==> config.mk <==
export PLATFORM = sky130hd
export DESIGN_NAME = pong_ball_engine
export DESIGN_NICKNAME = d
export VERILOG_FILES = /design/src/rtl/pong_pkg.sv /design/src/rtl/pong_frame_tick.sv /design/src/rtl/pong_ball_engine.sv
export SDC_FILE = /design/constraint.sdc
export NUM_CORES = 1
export LEC_CHECK = 0
export BUFFER_PORTS_ARGS = -buffer_cell sky130_fd_sc_hd__buf_2
export CAP_MARGIN = 20
export CORE_UTILIZATION = 59
export CTS_CLUSTER_SIZE = 30
export DETAILED_ROUTE_END_ITERATION = 8
export PLACE_DENSITY = 0.94
export SLEW_MARGIN = 40
export SYNTH_ARGS = -nofsm -noshare
export SYNTH_HDL_FRONTEND = slang
export SYNTH_SLANG_ARGS = --single-unit
==> constraint.sdc <==
create_clock -name pixel_clock -period 3.6 [get_ports pixel_clock]
set_input_delay 0.72 -clock pixel_clock [delete_from_list [all_inputs] [get_ports pixel_clock]]
set_output_delay 0.72 -clock pixel_clock [all_outputs]
set_load 0.01 [all_outputs]
==> src/rtl/pong_pkg.sv <==
// pong_pkg: VGA timing, playfield limits and ball FSM states shared by the pong game-logic blocks
package pong_pkg;

  localparam int H   = 640;
  localparam int HFP = 16;
  localparam int HS  = 96;
  localparam int HBP = 48;
  localparam int V   = 480;
  localparam int VFP = 10;
  localparam int VS  = 2;
  localparam int VBP = 33;

  localparam int H_START = HS + HBP;
  localparam int V_START = VS + VBP;

  localparam int BORDER       = 8;
  localparam int BALL_SIZE    = 16;
  localparam int BALL_SPEED   = 4;
  localparam int PADDLE_W     = 8;
  localparam int PADDLE_H     = 64;
  localparam int PADDLE_GAP   = 16;
  localparam int SERVE_FRAMES = 60;
  localparam int WIN_SCORE    = 9;
  localparam int MAX_SPEED    = 8;

  localparam logic [10:0] TOP   = 11'(V_START + BORDER);
  localparam logic [10:0] BOT   = 11'(V_START + V - BORDER - BALL_SIZE);
  localparam logic [10:0] LFACE = 11'(H_START + PADDLE_GAP + PADDLE_W);
  localparam logic [10:0] RFACE = 11'(H_START + H - PADDLE_GAP - PADDLE_W - BALL_SIZE);
  localparam logic [10:0] LEDGE = 11'(H_START);
  localparam logic [10:0] REDGE = 11'(H_START + H - BALL_SIZE);
  localparam logic [9:0]  CX    = 10'(H_START + (H - BALL_SIZE) / 2);
  localparam logic [9:0]  CY    = 10'(V_START + (V - BALL_SIZE) / 2);

  typedef enum logic [1:0] {SERVE, MOVE, OVER} state_t;

endpackage

==> src/rtl/pong_frame_tick.sv <==
// pong_frame_tick: one-cycle frame tick on the falling edge of the active-low V-sync
module pong_frame_tick (
  input  logic pixel_clock,
  input  logic reset,
  input  logic vga_vs,
  output logic tick
);

  logic vs_d;

  // delayed copy of V-sync for edge detection; cleared so reset never fakes an edge
  always_ff @(posedge pixel_clock or posedge reset) begin
    if (reset) vs_d <= 1'b0;
    else       vs_d <= vga_vs;
  end

  assign tick = vs_d & ~vga_vs;

endmodule

==> src/rtl/pong_ball_engine.sv <==
// pong_ball_engine: per-frame ball motion, paddle collisions, misses, serve delay and score; SPEEDUP_EN adds speed-up on hits
module pong_ball_engine
  import pong_pkg::*;
(
  input  logic       pixel_clock,
  input  logic       reset,
  input  logic       vga_vs,
  input  logic       start,
  input  logic [9:0] paddle_l_y,
  input  logic [9:0] paddle_r_y,
  output logic [9:0] ball_x,
  output logic [9:0] ball_y,
  output logic       ball_visible,
  output logic [3:0] score_l,
  output logic [3:0] score_r,
  output logic       hit,
  output logic       miss
);

  state_t      state, state_n;
  logic        tick;
  logic        dir_x, dir_x_n, dir_y, dir_y_n;
  logic [5:0]  serve_cnt, serve_cnt_n;
  logic [9:0]  x_n, y_n;
  logic [3:0]  score_l_n, score_r_n;
  logic        hit_n, miss_n;
  logic [3:0]  speed;
  logic [10:0] sp, xe, ye, pl, pr, nx, ny;
  logic        ov_l, ov_r;

`ifdef SPEEDUP_EN
  logic [3:0] speed_n;
`else
  assign speed = 4'(BALL_SPEED);
`endif

  pong_frame_tick u_tick (
    .pixel_clock (pixel_clock),
    .reset       (reset),
    .vga_vs      (vga_vs),
    .tick        (tick)
  );

  assign sp   = {7'd0, speed};
  assign xe   = {1'b0, ball_x};
  assign ye   = {1'b0, ball_y};
  assign pl   = {1'b0, paddle_l_y};
  assign pr   = {1'b0, paddle_r_y};
  assign nx   = dir_x ? xe + sp : xe - sp;
  assign ny   = dir_y ? ye + sp : ye - sp;
  assign ov_l = (ye + 11'(BALL_SIZE) > pl) && (ye < pl + 11'(PADDLE_H));
  assign ov_r = (ye + 11'(BALL_SIZE) > pr) && (ye < pr + 11'(PADDLE_H));

  assign ball_visible = state != OVER;

  // game state register: restart, serve countdown, motion and scoring all land here
  always_ff @(posedge pixel_clock or posedge reset) begin
    if (reset) begin
      state     <= SERVE;
      ball_x    <= CX;
      ball_y    <= CY;
      dir_x     <= 1'b1;
      dir_y     <= 1'b1;
      serve_cnt <= '0;
      score_l   <= '0;
      score_r   <= '0;
      hit       <= 1'b0;
      miss      <= 1'b0;
    end else begin
      state     <= state_n;
      ball_x    <= x_n;
      ball_y    <= y_n;
      dir_x     <= dir_x_n;
      dir_y     <= dir_y_n;
      serve_cnt <= serve_cnt_n;
      score_l   <= score_l_n;
      score_r   <= score_r_n;
      hit       <= hit_n;
      miss      <= miss_n;
    end
  end

`ifdef SPEEDUP_EN
  // speed register, only present when hits accelerate the ball
  always_ff @(posedge pixel_clock or posedge reset) begin
    if (reset) speed <= 4'(BALL_SPEED);
    else       speed <= speed_n;
  end
`endif

  // next-state: start beats a coincident tick; a miss overrides the vertical update
  always_comb begin
    state_n     = state;
    x_n         = ball_x;
    y_n         = ball_y;
    dir_x_n     = dir_x;
    dir_y_n     = dir_y;
    serve_cnt_n = serve_cnt;
    score_l_n   = score_l;
    score_r_n   = score_r;
    hit_n       = 1'b0;
    miss_n      = 1'b0;
`ifdef SPEEDUP_EN
    speed_n     = speed;
`endif
    if (start) begin
      state_n     = SERVE;
      x_n         = CX;
      y_n         = CY;
      dir_x_n     = 1'b1;
      serve_cnt_n = '0;
      score_l_n   = '0;
      score_r_n   = '0;
`ifdef SPEEDUP_EN
      speed_n     = 4'(BALL_SPEED);
`endif
    end else if (tick && state == SERVE) begin
      serve_cnt_n = serve_cnt == 6'(SERVE_FRAMES - 1) ? '0 : serve_cnt + 6'd1;
      state_n     = serve_cnt == 6'(SERVE_FRAMES - 1) ? MOVE : SERVE;
    end else if (tick && state == MOVE) begin
      y_n = ny[9:0];
      if (dir_y && ny >= BOT) begin
        y_n     = BOT[9:0];
        dir_y_n = 1'b0;
      end else if (!dir_y && ny <= TOP) begin
        y_n     = TOP[9:0];
        dir_y_n = 1'b1;
      end
      x_n = nx[9:0];
      if (!dir_x && nx <= LFACE && ov_l) begin
        x_n     = LFACE[9:0];
        dir_x_n = 1'b1;
        hit_n   = 1'b1;
      end else if (!dir_x && nx <= LEDGE) begin
        miss_n    = 1'b1;
        score_r_n = score_r + 4'd1;
        dir_x_n   = 1'b0;
      end else if (dir_x && nx >= RFACE && ov_r) begin
        x_n     = RFACE[9:0];
        dir_x_n = 1'b0;
        hit_n   = 1'b1;
      end else if (dir_x && nx >= REDGE) begin
        miss_n    = 1'b1;
        score_l_n = score_l + 4'd1;
        dir_x_n   = 1'b1;
      end
`ifdef SPEEDUP_EN
      if (hit_n) speed_n = speed == 4'(MAX_SPEED) ? speed : speed + 4'd1;
`endif
      if (miss_n) begin
        x_n         = CX;
        y_n         = CY;
        dir_y_n     = dir_y;
        serve_cnt_n = '0;
        state_n     = (score_l_n == 4'(WIN_SCORE) || score_r_n == 4'(WIN_SCORE)) ? OVER : SERVE;
`ifdef SPEEDUP_EN
        speed_n     = 4'(BALL_SPEED);
`endif
      end
    end
  end

endmodule

==> parameters.txt <==
Parameter                              Value

Run status
  Result of the run ... complete, no violations

Detailed routing
  Routed wire length ... 10450 um
  DR pass1 iterations ... 5
  Via count ... 3858
  Per-cell via count in the routed design ... 6.473
  Antenna violation net count after detailed routing ... 0
  Detailed-route DRC error count ... 0
  Number of violations reported at the end of detailed-routing iteration 0 ... 290
  Drt wl/cell ... 17.54 um

Logic synthesis
  Cell area after synthesis ... 3822 um2
  Number of warnings reported in the yosys synthesis log ... 0
  Yosys reg bits ... 38
  Yosys cell types ... 71
  EDFF count, synth ... 0
  Main area contributors after synthesis ... sky130_fd_sc_hd__dfrtp_1 19%, sky130_fd_sc_hd__ha_1 18%, sky130_fd_sc_hd__dfstp_2 6.2%
  Part of the Yosys area used for sequential elements ... 25.17%
  Share of synthesized registers carrying an async set or reset ... 100.0%
  Mean area per synthesized cell ... 8.419 um2
  Post-synthesis instance total ... 454
  Cell type with the largest total area after synthesis ... sky130_fd_sc_hd__dfrtp_1
  Top FF cell, synth ... sky130_fd_sc_hd__dfrtp_1
  Proportion of netlist area held by the largest area contributor ... 18.99%

Global routing
  Global-route wire length before repair ... 15590 um
  Via count of the first global-routing pass ... 3551
  Antenna violations before repair ... 0
  Largest net degree at the start of global routing ... 39
  Total overflow reported by the global router ... 0
  Total track usage ... 29.85%

Power and ir drop
  P per Cell Area ... 225.7 nW/um2
  Static leakage power ... 2.159 nW
  Worst VDD drop ... 0.2537 mV

Die
  Die outline area ... 6805 um2
  Standard cell core area ... 6096 um2
  Width of the chip ... 82.49 um
  Top-Level Pins ... 55
  Row cnt ... 28
  Vertical die dimension ... 82.49 um
  Initial core utilization ... 62.71%

Finish
  Area Growth Syn to Fin ... 16.86%
  Final Non-Filler Cells ... 596
  Final Instance Area ... 4467 um2
  Filler cell count ... 428
  Fraction of final layout cells with drive strength greater than 1 ... 22.07%
  Most frequent cells in the layout ... 52 x sky130_fd_sc_hd__ha_1, 52 x sky130_fd_sc_hd__buf_2, 44 x sky130_fd_sc_hd__inv_1
  Footprint of the multi-input gates ... 2711 um2
  Register Area ... 962.2 um2
  Fin nets ... 600
  Antenna cells ... 0

Setup path
  Worst-case register-to-register setup slack ... 0.10 ns
  CP Class ... reg -> reg
  Endpoint kind of the worst setup timing path ... register
  Largest driver fanout on the critical path ... 4
  Required time worst endpoint ... 3.81 ns
  Endpoint arrival time on the critical path ... 3.71 ns
  Startpoint type of the worst setup path ... register

Clock network
  Clock insertion delay at the later pin of the skew report ... 0.30 ns
  Clk sink count ... 38
  Inserted Clock Buffers ... 5
  Maximum buffer depth of the clock tree ... 2
  Number of hold buffers added after cts ... 0
  Count of H-tree levels built during CTS ... 2
  Clock edge transition at the registers on the reported setup and hold paths ... 0.08 ns
  Clock tree from TritonCTS ... yes
  Library cell used as clock root buffer ... sky130_fd_sc_hd__clkbuf_8

STA
  Number of hold violations in the final report ... 0
  Clock skew ... 0.005080 ns
  Slew HR ... 55.09%
  Clock period minus final worst setup slack ... 3.499 ns
  Transition time at the pin with the least slew margin ... 0.6680 ns
  Final max-slew violation count ... 0
  Maximum clock rate ... 0.2858 GHz
  Endpoints failing setup ... 0
  Ratio of final minimum period to clock period ... 97.20%

Placement
  Placement-stage cell area ... 4204 um2
  RD Place Congestion ... 0.9303
  Post-detail-place hpwl ... 7119 um
  Cell count after placement ... 582
  Number of I/O port buffers ... 52

Job
  Max Cap Viol ... 0

Worst hold path
  Worst hold path type ... reg -> reg
[report_power, final]
group	switching, mW	internal (mW)
Clock	0.160	0.296
Combinational	0.0726	0.0483
Sequential	0.00235	0.430
Total	0.235	0.774
[logic make-up after synthesis]
group                      count (synthesis)  share of synthesized area [%]
AOI/OAI and AO/OA                        124                          23.90
other                                      1                        0.09811
muxes                                      3                         0.7856
xor gates and xnor gates                  24                          5.499
buffers and inverters                     56                          5.859
and+or+nand+nor                          152                          19.97
DFF                                       38                          25.17
adders and majority gates                 56                          18.72
[flip-flops by register name, summed over array words and instances (netlist names)]
| name | count |
|---|---|
| ball_y | 9 |
| ball_x | 8 |
| serve_cnt | 6 |
| score_l | 4 |
| score_r | 4 |
| state | 2 |
| dir_x | 1 |
| dir_y | 1 |
| hit | 1 |
| miss | 1 |
| u_tick.vs_d | 1 |
[stage by stage]
stage | util, % | setup WS, ns | power (mW) | TNS [ns] | hold slack, ns
2_1_floorplan | - | 0.3839 | 0.5201 | 0 | 0.4525
3_3_place_gp | 68.97 | 0.2714 | 0.5513 | 0 | 0.4792
3_5_place_dp | 68.97 | 0.1532 | 0.5575 | 0 | 0.4816
4_1_cts | 71.31 | 0.07158 | 1.007 | 0 | 0.4969
5_1_grt | 73.28 | -0.007086 | 1.048 | -0.01158 | 0.5257
6_report | 73.28 | 0.1009 | 1.008 | 0 | 0.5037
[worst paths after layout]
| check | from | to | depth (start not counted) |
|---|---|---|---|
| min in group asynchronous | reset | serve_cnt[4]$_DFFE_PP0P_ | 3 |
| max | ball_y[8]$_DFFE_PP1P_ | ball_x[4]$_DFFE_PP0P_ | 13 |
| max in group asynchronous | reset | ball_y[3]$_DFFE_PP1P_ | 3 |
| min reg2reg | serve_cnt[5]$_DFFE_PP0P_ | serve_cnt[5]$_DFFE_PP0P_ | 1 |
| max reg2reg | ball_y[8]$_DFFE_PP1P_ | ball_x[4]$_DFFE_PP0P_ | 13 |
| min | serve_cnt[5]$_DFFE_PP0P_ | serve_cnt[5]$_DFFE_PP0P_ | 1 |
[worst max-delay path: stages (launching register included)]
cell	delay, ns
sky130_fd_sc_hd__dfstp_2	0.55
sky130_fd_sc_hd__and3_1	0.18
sky130_fd_sc_hd__nand3_1	0.10
sky130_fd_sc_hd__xnor2_1	0.25
sky130_fd_sc_hd__ha_1	0.30
sky130_fd_sc_hd__and3_1	0.21
sky130_fd_sc_hd__a21boi_0	0.13
sky130_fd_sc_hd__o32a_1	0.39
sky130_fd_sc_hd__o311ai_4	0.33
sky130_fd_sc_hd__buf_4	0.21
sky130_fd_sc_hd__nor2b_1	0.05
sky130_fd_sc_hd__o21ai_1	0.30
sky130_fd_sc_hd__nand4_1	0.16
sky130_fd_sc_hd__a21oi_1	0.25
[cells in the mapped netlist (5+ instances only)]
cell type / count
sky130_fd_sc_hd__ha_1: 54
sky130_fd_sc_hd__dfrtp_1: 29
sky130_fd_sc_hd__xor2_1: 7
sky130_fd_sc_hd__a21oi_1: 26
sky130_fd_sc_hd__o21ai_0: 23
sky130_fd_sc_hd__a211oi_1: 6
sky130_fd_sc_hd__nand3_1: 19
sky130_fd_sc_hd__and3_1: 11
sky130_fd_sc_hd__dfstp_2: 9
sky130_fd_sc_hd__clkbuf_1: 5
sky130_fd_sc_hd__nor2b_1: 10
sky130_fd_sc_hd__nor2_1: 39
sky130_fd_sc_hd__nor3_1: 7
sky130_fd_sc_hd__a21o_1: 8
sky130_fd_sc_hd__inv_1: 45
sky130_fd_sc_hd__nand4_1: 6
sky130_fd_sc_hd__xnor2_1: 17
sky130_fd_sc_hd__nand2_1: 32
sky130_fd_sc_hd__a31oi_1: 5
[routing by layer]
layer / routed length (um) / up-vias / part of all wire (%) / track usage [%]
li1: - / 1771 / - / -
met1: 4140 / 1812 / 40 / 35.15
met2: 5081 / 220 / 49 / 52.40
met3: 718 / 55 / 6.9 / 5.934
met4: 511 / 0 / 4.9 / 13.28
met5: 0 / - / 0 / 0
[cell type report]
| class | instances | area share, % |
|---|---|---|
| multi-input combinational | 361 | 60.70 |
| sequential | 38 | 21.54 |
| timing repair buffer | 68 | 8.515 |
| inverter | 46 | 3.950 |
| tap | 75 | 2.101 |
| clock buffer | 6 | 1.849 |
| clock inverter | 2 | 1.345 |
[repair_timing]
| action | CTS | global route |
|---|---|---|
| resized for setup | 0 | 13 |
| setup buffers | 0 | 6 |
| setup endpoints to repair | 0 | 27 |
(Power assumes the default switching activity.)
